## src/rtl/seq_alu.sv

```systemverilog
// rtl/seq_alu.sv - registered, handshaked ALU with iterative multiply and divide
// Single-cycle ops finish in one clock; MUL/DIV run N shift-add/restoring steps.
module seq_alu #(
    parameter int N = 8
) (
    input  logic         clk,
    input  logic         rst_n,
    input  logic         in_valid,
    output logic         in_ready,
    input  logic [N-1:0] op1,
    input  logic [N-1:0] op2,
    input  logic [3:0]   cmd,
    output logic         out_valid,
    input  logic         out_ready,
    output logic [N-1:0] out,
    output logic [N-1:0] out_hi,
    output logic         over,
    output logic         under,
    output logic         err,
    output logic         log
);
    localparam int CW = $clog2(N + 1);
    localparam logic [CW-1:0] CNT_LOAD = CW'(N);
    localparam logic [CW-1:0] CNT_ONE  = CW'(1);

    localparam logic [3:0] OP_ADD = 4'd0;
    localparam logic [3:0] OP_SUB = 4'd1;
    localparam logic [3:0] OP_SHL = 4'd2;
    localparam logic [3:0] OP_SHR = 4'd3;
    localparam logic [3:0] OP_EQ  = 4'd4;
    localparam logic [3:0] OP_GT  = 4'd5;
    localparam logic [3:0] OP_LT  = 4'd6;
    localparam logic [3:0] OP_MUL = 4'd7;
    localparam logic [3:0] OP_DIV = 4'd8;

    typedef enum logic [1:0] {IDLE, BUSY, DONE} state_t;

    state_t        state_q, state_d;
    logic [CW-1:0] cnt_q, cnt_d;
    logic          is_div_q, is_div_d;
    logic [N-1:0]  b_q, b_d;
    logic [2*N:0]  acc_q, acc_d;
    logic [N-1:0]  out_q, out_d, out_hi_q, out_hi_d;
    logic          over_q, over_d, under_q, under_d, err_q, err_d, log_q, log_d;

    logic [N:0]    add_sum;
    logic [N:0]    mul_sum;
    logic [2*N:0]  mul_step;
    logic [2*N:0]  div_sh;
    logic          div_ge;
    logic [2*N:0]  div_step;

    logic          r_write;
    logic [N-1:0]  r_out, r_hi;
    logic          r_over, r_under, r_err, r_log;

    assign add_sum  = {1'b0, op1} + {1'b0, op2};
    // acc = {partial product (N+1), remaining multiplier bits}; LSB selects the add
    assign mul_sum  = acc_q[2*N:N] + (acc_q[0] ? {1'b0, b_q} : {(N+1){1'b0}});
    assign mul_step = {1'b0, mul_sum, acc_q[N-1:1]};
    // acc = {partial remainder (N+1), dividend/quotient bits}
    assign div_sh   = {acc_q[2*N-1:0], 1'b0};
    assign div_ge   = div_sh[2*N:N] >= {1'b0, b_q};
    assign div_step = div_ge ? {div_sh[2*N:N] - {1'b0, b_q}, div_sh[N-1:1], 1'b1} : div_sh;

    always_comb begin
        state_d  = state_q;
        cnt_d    = cnt_q;
        is_div_d = is_div_q;
        b_d      = b_q;
        acc_d    = acc_q;
        out_d    = out_q;
        out_hi_d = out_hi_q;
        over_d   = over_q;
        under_d  = under_q;
        err_d    = err_q;
        log_d    = log_q;
        r_write  = 1'b0;
        r_out    = '0;
        r_hi     = '0;
        r_over   = 1'b0;
        r_under  = 1'b0;
        r_err    = 1'b0;
        r_log    = 1'b0;
        case (state_q)
            IDLE: begin
                if (in_valid) begin
                    r_write = 1'b1;
                    state_d = DONE;
                    case (cmd)
                        OP_ADD: begin
                            r_out  = add_sum[N-1:0];
                            r_over = add_sum[N];
                        end
                        OP_SUB: begin
                            r_out   = op1 - op2;
                            r_under = op2 > op1;
                        end
                        OP_SHL: r_out = op1 << op2;
                        OP_SHR: r_out = op1 >> op2;
                        OP_EQ:  r_log = op1 == op2;
                        OP_GT:  r_log = op1 > op2;
                        OP_LT:  r_log = op1 < op2;
                        OP_MUL: begin
                            r_write  = 1'b0;
                            state_d  = BUSY;
                            cnt_d    = CNT_LOAD;
                            is_div_d = 1'b0;
                            b_d      = op2;
                            acc_d    = {{(N+1){1'b0}}, op1};
                        end
                        OP_DIV: begin
                            if (op2 == '0) begin
                                r_err = 1'b1;
                                r_out = '1;
                                r_hi  = op1;
                            end else begin
                                r_write  = 1'b0;
                                state_d  = BUSY;
                                cnt_d    = CNT_LOAD;
                                is_div_d = 1'b1;
                                b_d      = op2;
                                acc_d    = {{(N+1){1'b0}}, op1};
                            end
                        end
                        default: r_err = 1'b1;
                    endcase
                end
            end
            BUSY: begin
                acc_d = is_div_q ? div_step : mul_step;
                cnt_d = cnt_q - CNT_ONE;
                // Last step commits straight to the result registers so latency is N+1
                if (cnt_q == CNT_ONE) begin
                    state_d = DONE;
                    r_write = 1'b1;
                    r_out   = acc_d[N-1:0];
                    r_hi    = acc_d[2*N-1:N];
                    r_over  = !is_div_q && (acc_d[2*N-1:N] != '0);
                end
            end
            DONE: begin
                if (out_ready) state_d = IDLE;
            end
            default: state_d = IDLE;
        endcase
        if (r_write) begin
            out_d    = r_out;
            out_hi_d = r_hi;
            over_d   = r_over;
            under_d  = r_under;
            err_d    = r_err;
            log_d    = r_log;
        end
    end

    always_ff @(posedge clk or negedge rst_n) begin
        if (!rst_n) begin
            state_q  <= IDLE;
            cnt_q    <= '0;
            is_div_q <= 1'b0;
            b_q      <= '0;
            acc_q    <= '0;
            out_q    <= '0;
            out_hi_q <= '0;
            over_q   <= 1'b0;
            under_q  <= 1'b0;
            err_q    <= 1'b0;
            log_q    <= 1'b0;
        end else begin
            state_q  <= state_d;
            cnt_q    <= cnt_d;
            is_div_q <= is_div_d;
            b_q      <= b_d;
            acc_q    <= acc_d;
            out_q    <= out_d;
            out_hi_q <= out_hi_d;
            over_q   <= over_d;
            under_q  <= under_d;
            err_q    <= err_d;
            log_q    <= log_d;
        end
    end

    assign in_ready  = (state_q == IDLE);
    assign out_valid = (state_q == DONE);
    assign out       = out_q;
    assign out_hi    = out_hi_q;
    assign over      = over_q;
    assign under     = under_q;
    assign err       = err_q;
    assign log       = log_q;
endmodule

```

## config.mk

```make
export PLATFORM = sky130hd
export DESIGN_NAME = seq_alu
export DESIGN_NICKNAME = d
export VERILOG_FILES = /design/src/rtl/seq_alu.sv
export SDC_FILE = /design/constraint.sdc
export NUM_CORES = 1
export LEC_CHECK = 0
export BUFFER_PORTS_ARGS = -buffer_cell sky130_fd_sc_hd__buf_2
export CAP_MARGIN = 20
export CORE_MARGIN = 5
export CORE_UTILIZATION = 44
export CTS_CLUSTER_DIAMETER = 120
export DETAILED_ROUTE_END_ITERATION = 10
export PLACE_DENSITY = 0.66
export SYNTH_ARGS = -nofsm -noshare
export SYNTH_HDL_FRONTEND = slang
export SYNTH_SLANG_ARGS = --single-unit
export TNS_END_PERCENT = 20
```

## constraint.sdc

```tcl
create_clock -name clk -period 5.24 [get_ports clk]
set_input_delay 0.524 -clock clk [delete_from_list [all_inputs] [get_ports clk]]
set_output_delay 0.524 -clock clk [all_outputs]
set_load 0.05 [all_outputs]
```

==> out/qor.csv <==
metric,value,unit
status,completed,
hp-class,in2async,
finalClockSkew,0.0107,ns
reg2reg_from,b_q[4],
synth.distinct_cells,78,
overflow,0,
grt_pass1_wl,22600,um
crit_buf_inv,2,
syn-instance-count,558,
setup_viol,0,
grt_max_degree,53,
hold_viol,0,
layout_common_cells,"nand2_1 (55), dfrtp_1 (52), o21ai_0 (48)",
viasPerCell,6.08,
ys_seq_area_share,27.2,%
final_cells,731,
vdd_ir_drop_max,262,uV
syn_area,0.00478,mm2
clock.fmax,318,MHz
fin_nets,652,
syn_to_final_growth,8.87,%
post-route-period-util,60.1,%
drt_first_pass_iters,5,
hold_slack,0.308,ns
startpoint,op2[1],
cts.reportedPaths.clkPinSlew,0.10,ns
port_buffers,45,
antennaDiodeCount,0,
avgRoutedWirePerCell,19.1,um
final_core_util,48.5,%
slew_viol_final,0,
p_leak,2.25,nW
wirelength,13900,um
worst_pin_slew,1.09,ns
critPathTopFamily,compound AO/OA/AOI/OAI gates,
crit_slowest_cell,a2111oi_0,
crit_top_cell,o211a_1,
fp.dieW,114,um
first_global_vias,4184,
die_h,114,um
cp_max_fo,20,
cts_resized,0,
rsz0062_at_grt,false,
rr_worst_depth,8,
htree_levels,2,
clk_path_buf_depth,2,
numCtsBuffers,5,
drive_gt1_share,15.1,%
fin_ws,2.09,ns
drc,0,
crit_path_start_kind,primary input,
postCtsSetupRepairBufs,0,
final_common_cell,nand2_1,
core-area,0.0107,mm2
reg2reg_slack,2.14,ns
ys_async_sr_fraction,100,%
relSlewSlack,27.2,%
finalPower,2.43,mW
reg2reg_to,over,
vias,4443,
hold_buffers,0,
finalInstanceArea,0.00521,mm2
grt_antenna_before_repair,0,
dp.final_hpwl,10600,um
ys_ff_latch,52,
std_cell_rows,38,
max_stage_delay,0.47,ns
drv_cap,0,
dieArea,0.0131,mm2
required,5.42,ns
cts_root_buffer,clkbuf_8,
crit_type,in2reg,
fin_tns_setup,0,ns
placed_area,0.00507,mm2
placed_cells,721,
initial_utilization,44.5,%
ys_warn_count,0,
drt_iter0_drc,343,
avgSynthCellArea,8.57,um2
track_usage,21.7,%
arrival,3.33,ns
pre_cts_ws,1.81,ns
path_depth,10,
path_cells,buf_2 -> clkinv_1 -> ha_1 -> nor2b_1 -> o21a_1 -> o211a_1 -> a2111oi_0 -> o211a_1 -> mux2i_1 -> a41oi_2,
antenna_left,0,
cts_tree,done,
ioPinCount,46,
insertion_delay,0.31,ns
synth_fp_nets,620,
power.density,466,mW/mm2
crit_path_end_kind,register,
period_minus_slack,3.15,ns
synth_edf_count,0,
gp_congestion,0.910,
clock_sinks,52,
synthFlopType,dfrtp_1,
crit_end,out[7],
-- report_power, final --
| group | internal (mW) | switching, mW |
|---|---|---|
| Combinational | 0.586 | 0.918 |
| Sequential | 0.527 | 0.141 |
| Clock | 0.111 | 0.145 |
-- registers in the layout, summed over array words and instances (netlist names) --
signal	cells
state_q	2
acc_q	17
err	1
out	8
is_div_q	1
out_hi	8
under	1
over	1
b_q	8
cnt_q	4
log	1
-- synthesized netlist by cell type, types with 3 or more instances --
cell       instances  area [um2]
a22oi_1           12        90.1
nand2b_1           8        50.1
mux2_1             4        45.0
or3_1              4        25.0
a2111oi_0          5        43.8
nor4_1             5        31.3
nand2_1           55         206
o21ai_1            5        25.0
o21a_1             6        45.0
o221ai_1           4        35.0
nor2_1            32         120
clkinv_1           4        15.0
nor2b_1            8        50.1
xor2_1             4        35.0
dfrtp_1           52        1300
a31oi_1            8        50.1
buf_1              4        15.0
a32o_1             3        30.0
mux2_2             6        67.6
fa_1               4        80.1
inv_1             36         135
a21o_1             7        52.6
a21oi_1           32         160
mux4_2             5         113
nand3_1           11        55.1
nor3_1            10        50.1
ha_1              34         425
nor3b_1            5        37.5
o211ai_1           6        45.0
o21ai_0           48         240
xnor2_1           10        87.6
o22ai_1            8        50.1
and2_1            14        87.6
a21oi_2            3        26.3
buf_2              5        25.0
mux2i_1           17         170
a211oi_1           9        67.6
nand4_1            6        37.5
buf_6              4        45.0
clkbuf_1          10        37.5
-- routing by layer --
layer  part of all wire, %  global-route usage (%)  up-vias
met5                     0                       0        -
met4                   2.2                    5.30        0
met3                   7.0                    3.86       28
met2                    46                    34.0      167
met1                    45                    31.1     2128
li1                      -                       -     2120
-- logic make-up after synthesis --
group / after synthesis / share of synthesized area, %
AOI/OAI and AO/OA: 186 / 26.8
and+or+nand+nor: 172 / 18.8
buffers and inverters: 64 / 5.86
DFF: 52 / 27.2
adders and majority gates: 38 / 10.6
muxes: 32 / 8.27
xor gates and xnor gates: 14 / 2.56
-- how the worst min path moves through the flow --
stage	start	endpoint	slack (ns)	cells after the start
3_3_place_gp	log	log	0.48	1
2_1_floorplan	rst_n	acc_q[0]	0.23	0
4_1_cts	rst_n	out[4]	0.33	2
6_report	rst_n	under	0.31	2
5_1_grt	rst_n	out[3]	0.37	2
3_5_place_dp	err	err	0.48	1
-- layout make-up --
cell class                      instances  area [um2]
Multi-Input combinational cell        442        3200
Fill cell                            1092        5540
Sequential cell                        52        1300
Tap cell                              140         175
Clock inverter                          2        17.5
Timing Repair Buffer                   49         279
Inverter                               40         150
Clock buffer                            6        82.6
Power figures use the tool's default switching activity.
